**src/rtl/sd_cmd_resp_ctrl.sv**
```systemverilog
// SD CMD-line response receiver: waits for the start bit, counts the frame, checks CRC7
// and the end bit, then latches the deserialized response and reports one completion.
module sd_cmd_resp_ctrl #(
    parameter int BITS         = 136,
    parameter int BITS_COUNTER = 8,
    parameter int TIMEOUT      = 64,
    parameter int TIMEOUT_BITS = 7
) (
    input  logic                    clk,
    input  logic                    reset,
    input  logic                    start,
    input  logic                    long_resp,
    input  logic                    check_crc,
    input  logic                    cmd_in,
    output logic                    des_enable,
    output logic [BITS_COUNTER-1:0] des_framesize,
    input  logic                    des_complete,
    input  logic [BITS-1:0]         des_data,
    output logic [BITS-1:0]         resp,
    output logic                    busy,
    output logic                    done,
    output logic                    timeout_err,
    output logic                    crc_err,
    output logic                    end_err,
    output logic                    frame_err
);

    typedef enum logic [1:0] {IDLE, WAIT, RECV, FINISH} state_t;

    localparam logic [BITS_COUNTER-1:0] SHORT_SIZE = BITS_COUNTER'(48);
    localparam logic [BITS_COUNTER-1:0] LONG_SIZE  = BITS_COUNTER'(136);

    state_t                  state;
    logic [BITS_COUNTER-1:0] bit_cnt;
    logic [TIMEOUT_BITS-1:0] tmo_cnt;
    logic [1:0]              fin_cnt;
    logic [6:0]              crc_calc;
    logic [6:0]              crc_rx;
    logic                    long_q;
    logic                    check_q;
    logic                    crc_bad;

    logic [BITS_COUNTER-1:0] crc_lo, crc_hi, rx_lo, rx_hi, last_idx;
    logic                    in_crc, in_rx, crc_fb;
    logic [6:0]              crc_next;

    // R2 frames cover the CID/CSD payload only; short frames cover everything after the start bit
    always_comb begin
        crc_lo   = long_q ? BITS_COUNTER'(8)   : BITS_COUNTER'(1);
        crc_hi   = long_q ? BITS_COUNTER'(127) : BITS_COUNTER'(39);
        rx_lo    = long_q ? BITS_COUNTER'(128) : BITS_COUNTER'(40);
        rx_hi    = long_q ? BITS_COUNTER'(134) : BITS_COUNTER'(46);
        last_idx = des_framesize - BITS_COUNTER'(1);
        in_crc   = (bit_cnt >= crc_lo) && (bit_cnt <= crc_hi);
        in_rx    = (bit_cnt >= rx_lo) && (bit_cnt <= rx_hi);
        crc_fb   = crc_calc[6] ^ cmd_in;
        crc_next = {crc_calc[5:3], crc_calc[2] ^ crc_fb, crc_calc[1:0], crc_fb};
    end

    always_comb begin
        des_enable = 1'b0;
        case (state)
            WAIT:           des_enable = ~cmd_in;
            RECV, FINISH:   des_enable = 1'b1;
            default:        des_enable = 1'b0;
        endcase
    end

    assign busy = (state != IDLE);

    always_ff @(posedge clk or negedge reset) begin
        if (!reset) begin
            state         <= IDLE;
            bit_cnt       <= '0;
            tmo_cnt       <= '0;
            fin_cnt       <= '0;
            crc_calc      <= '0;
            crc_rx        <= '0;
            long_q        <= 1'b0;
            check_q       <= 1'b0;
            crc_bad       <= 1'b0;
            des_framesize <= SHORT_SIZE;
            resp          <= '0;
            done          <= 1'b0;
            timeout_err   <= 1'b0;
            crc_err       <= 1'b0;
            end_err       <= 1'b0;
            frame_err     <= 1'b0;
        end else begin
            done <= 1'b0;
            case (state)
                IDLE: begin
                    if (start) begin
                        timeout_err   <= 1'b0;
                        crc_err       <= 1'b0;
                        end_err       <= 1'b0;
                        frame_err     <= 1'b0;
                        long_q        <= long_resp;
                        check_q       <= check_crc;
                        des_framesize <= long_resp ? LONG_SIZE : SHORT_SIZE;
                        tmo_cnt       <= '0;
                        state         <= WAIT;
                    end
                end
                WAIT: begin
                    if (!cmd_in) begin
                        bit_cnt  <= BITS_COUNTER'(1);
                        crc_calc <= '0;
                        crc_rx   <= '0;
                        state    <= RECV;
                    end else if (tmo_cnt == TIMEOUT_BITS'(TIMEOUT - 1)) begin
                        timeout_err <= 1'b1;
                        done        <= 1'b1;
                        state       <= IDLE;
                    end else begin
                        tmo_cnt <= tmo_cnt + TIMEOUT_BITS'(1);
                    end
                end
                RECV: begin
                    bit_cnt <= bit_cnt + BITS_COUNTER'(1);
                    if (in_crc)
                        crc_calc <= crc_next;
                    if (in_rx)
                        crc_rx <= {crc_rx[5:0], cmd_in};
                    // Received CRC field is complete one bit before the end bit
                    if (bit_cnt == last_idx) begin
                        end_err <= ~cmd_in;
                        crc_bad <= (crc_calc != crc_rx);
                        fin_cnt <= '0;
                        state   <= FINISH;
                    end
                end
                FINISH: begin
                    if (des_complete) begin
                        resp    <= des_data;
                        crc_err <= check_q & crc_bad;
                        done    <= 1'b1;
                        state   <= IDLE;
                    end else if (fin_cnt == 2'd3) begin
                        frame_err <= 1'b1;
                        done      <= 1'b1;
                        state     <= IDLE;
                    end else begin
                        fin_cnt <= fin_cnt + 2'd1;
                    end
                end
                default: state <= IDLE;
            endcase
        end
    end

endmodule
```
**config.mk**
```make
export PLATFORM = sky130hd
export DESIGN_NAME = sd_cmd_resp_ctrl
export DESIGN_NICKNAME = d
export VERILOG_FILES = /design/src/rtl/sd_cmd_resp_ctrl.sv
export SDC_FILE = /design/constraint.sdc
export NUM_CORES = 1
export LEC_CHECK = 0
export CORE_MARGIN = 1
export CORE_UTILIZATION = 45
export CTS_BUF_LIST = sky130_fd_sc_hd__clkbuf_8
export DETAILED_ROUTE_END_ITERATION = 8
export GPL_TIMING_DRIVEN = 0
export PLACE_DENSITY_LB_ADDON = 0.1
export SETUP_SLACK_MARGIN = 0.2
export SYNTH_ARGS = -nofsm -noshare
export SYNTH_HDL_FRONTEND = slang
export SYNTH_SLANG_ARGS = --single-unit
```
**constraint.sdc**
```tcl
create_clock -name clk -period 2.5 [get_ports clk]
set_input_delay 0.5 -clock clk [delete_from_list [all_inputs] [get_ports clk]]
set_output_delay 0.5 -clock clk [all_outputs]
set_load 0.05 [all_outputs]
```
==> impl_metrics.env <==
export IMPL_drv_slew=0
export IMPL_async_flop_share_pct=100
export IMPL_layout_common_cells="clkdlybuf4s50_1, dfrtp_1, mux2_2"
export IMPL_top_layer="met4"
export IMPL_rsz0062_at_grt="true"
export IMPL_vdd_drop_max_mv=0.965
export IMPL_min_path_type="in -> reg"
export IMPL_p_per_area_mw_per_mm2=1530
export IMPL_wl_met2_um=10400
export IMPL_drt_first_pass_iters=4
export IMPL_dpl_worst_slack_ns=-0.0940
export IMPL_p_comb_share_pct=58.8
export IMPL_antenna_found_initial=0
export IMPL_synth_cell_types=49
export IMPL_grt_pass1_vias=6187
export IMPL_setup_violations=0
export IMPL_layout_nets=1022
export IMPL_synth_seq_cells=178
export IMPL_overflow=0
export IMPL_grt_pass1_wl_um=32200
export IMPL_cts_root_buf="clkbuf_8"
export IMPL_die_x_um=131
export IMPL_gp_congestion=0.808
export IMPL_worstSetupPathType="reg -> out"
export IMPL_timing_rr_start="des_framesize[5]"
export IMPL_clock_sinks=178
export IMPL_wl_met1_um=7120
export IMPL_p_sw_share_pct=47.5
export IMPL_ioPinCount=294
export IMPL_post_cts_buffers=0
export IMPL_clk_latency_ns=0.46
export IMPL_critPathCaptureType="primary output"
export IMPL_dieHeight_um=131
export IMPL_seqPwrFrac_pct=29.5
export IMPL_synth_seq_area_share_pct=59.1
export IMPL_final_area_mm2=0.0112
export IMPL_wirelength_um=19800
export IMPL_die_area_mm2=0.0173
export IMPL_cts_buffers=17
export IMPL_netlist_top_cells_area="dfrtp_1, mux2_2, ha_1, mux2i_1, nand2_1"
export IMPL_grt_total_usage_pct=24.1
export IMPL_area_growth_pct=48.0
export IMPL_arrival_ns=1.69
export IMPL_cp_max_fo=10
export IMPL_cp_start_kind="flop"
export IMPL_p_leak_nw=4.87
export IMPL_netlist_instances=552
export IMPL_regArea_mm2=0.00446
export IMPL_core_rowCount=46
export IMPL_multi_input_area_mm2=0.00286
export IMPL_status="completed"
export IMPL_synth_top_area_share_pct=58.7
export IMPL_fmax_mhz=456
export IMPL_synth_edf_count=0
export IMPL_slew_headroom_pct=56.2
export IMPL_synth_flop_cell="dfrtp_1"
export IMPL_p_sw_mw=8.11
export IMPL_power_frac_clock_pct=11.7
export IMPL_synth_top_area_cell="dfrtp_1"
export IMPL_fin_total_pwr_mw=17.1
export IMPL_yosysWarnings=0
export IMPL_grt_max_degree=130
export IMPL_drive_gt1_share_pct=24.3
export IMPL_route_detailed_drc=0
export IMPL_vias_per_cell=5.00
export IMPL_postRouteAntennaNets=0
export IMPL_layout_commonest_cell="clkdlybuf4s50_1"
export IMPL_diodes=0
export IMPL_port_buffers=288
export IMPL_h_tree_depth=4
export IMPL_worstHoldStart="cmd_in"
export IMPL_dp_hpwl_um=15300
export IMPL_skew_ns=0.0131
export IMPL_nFillCells=1175
export IMPL_post_synth_cell_area_avg_um2=13.7
export IMPL_start_util_pct=46.8
export IMPL_tightest_slew_ns=0.658
export IMPL_setup_ws_ns=0.308
export IMPL_wl_met3_um=1590
export IMPL_finalHoldViolations=0
export IMPL_dpl_cell_area_mm2=0.0107
export IMPL_required_ns=2.00
export IMPL_clock_path_buffers=2
export IMPL_maxCapViolations=0
export IMPL_num_vias=5460
export IMPL_first_iter_violations=196
export IMPL_syn_area_mm2=0.00754
export IMPL_cts_tree="built"
export IMPL_period_share_pct=87.7
export IMPL_fp_coreArea_mm2=0.0161
export IMPL_clk_pin_slew_ns=0.09
export IMPL_min_period_ns=2.19
export IMPL_wl_per_cell_um=18.1
export IMPL_intPower_mw=8.95
## power groups by stage
stage,logic [mW],clock network (mW),registers (mW)
2_1_floorplan,2.64,0,8.98
3_3_place_gp,9.93,0,5.00
3_5_place_dp,10.1,0,5.08
4_1_cts,10.1,2.06,5.03
5_1_grt,10.5,2.16,5.20
6_report,10.0,1.99,5.03
## kinds of logic (layout without fill, tap and decap cells)
logic type	count (synthesis)	count (layout)	synth area share, %
DFF	178	178	59.1
muxes	154	154	22.7
and+or+nand+nor	97	97	6.95
buffers and inverters	50	372	3.22
AOI/OAI and AO/OA	41	41	3.63
xor gates and xnor gates	16	16	1.86
adders and majority gates	15	15	2.49
other	1	4	0.0497
## final timing paths
kind	cells past startpoint	slack [ns]	endpoint
setup / recovery	3	0.31	des_enable
hold / removal	2	0.40	end_err
setup reg to reg	7	0.36	crc_bad
hold reg to reg	2	0.48	check_q
max in group asynchronous	3	1.03	resp[126]
min in group asynchronous	2	0.52	bit_cnt[5]
## layout make-up
cell class | instances | share of cell area (%)
sequential | 178 | 39.9
timing repair buffer | 290 | 26.2
multi-input combinational | 327 | 25.6
clock buffer | 20 | 2.47
tap | 216 | 2.42
buffer | 33 | 1.61
clock inverter | 12 | 1.17
inverter | 17 | 0.572
## synth_stat cells (5+ instances only)
library cell and number:
a21oi_1 10, buf_2 17, buf_4 7, clkbuf_1 7, dfrtp_1 177, ha_1 15, inv_1 17, mux2_2 138
mux2i_1 16, nand2_1 39, nand2b_1 5, nand3_1 10, nand4_1 5, nor2_1 8, o21ai_0 14, xnor2_1 8
xor2_1 8
## state kept, by name (all words and copies together), names as in the netlist, 2 cells and up, named ones only
name	flops
crc_rx	7
crc_calc	7
des_framesize	2
fin_cnt	2
bit_cnt	8
tmo_cnt	7
resp	136
## routing by layer
metal	GRT usage, %	vias to the layer above
li1	-	2530
met1	25.1	2683
met2	43.0	200
met3	8.72	47
met4	11.4	0
met5	0	-
## repair_timing
| action | 4_1_cts | 5_1_grt |
|---|---|---|
| endpoints found under the setup margin | 6 | 4 |
| cloned | 0 | 0 |
| endpoints found under the hold margin | 48 | 0 |
| gates resized for setup | 8 | 6 |
| hold buffers | 1 | 0 |
## critical path: stages, from the launching register on
cell             delay [ns]
dfrtp_2                0.46
clkbuf_2               0.24
nand2b_1               0.17
clkdlybuf4s15_2        0.38
## metrics by stage
stage	hold WS [ns]	util, %	setup TNS [ns]	instances
detailed placement	0.427	66.6	-6.62	1060
floorplan	0.204	-	0	555
CTS	0.371	69.2	0	1093
global placement	0.467	66.4	-1089.41	1059
finish	0.403	69.2	0	1093
global route	0.389	69.2	0	1093
No activity file was read; power rests on OpenSTA's default activity.
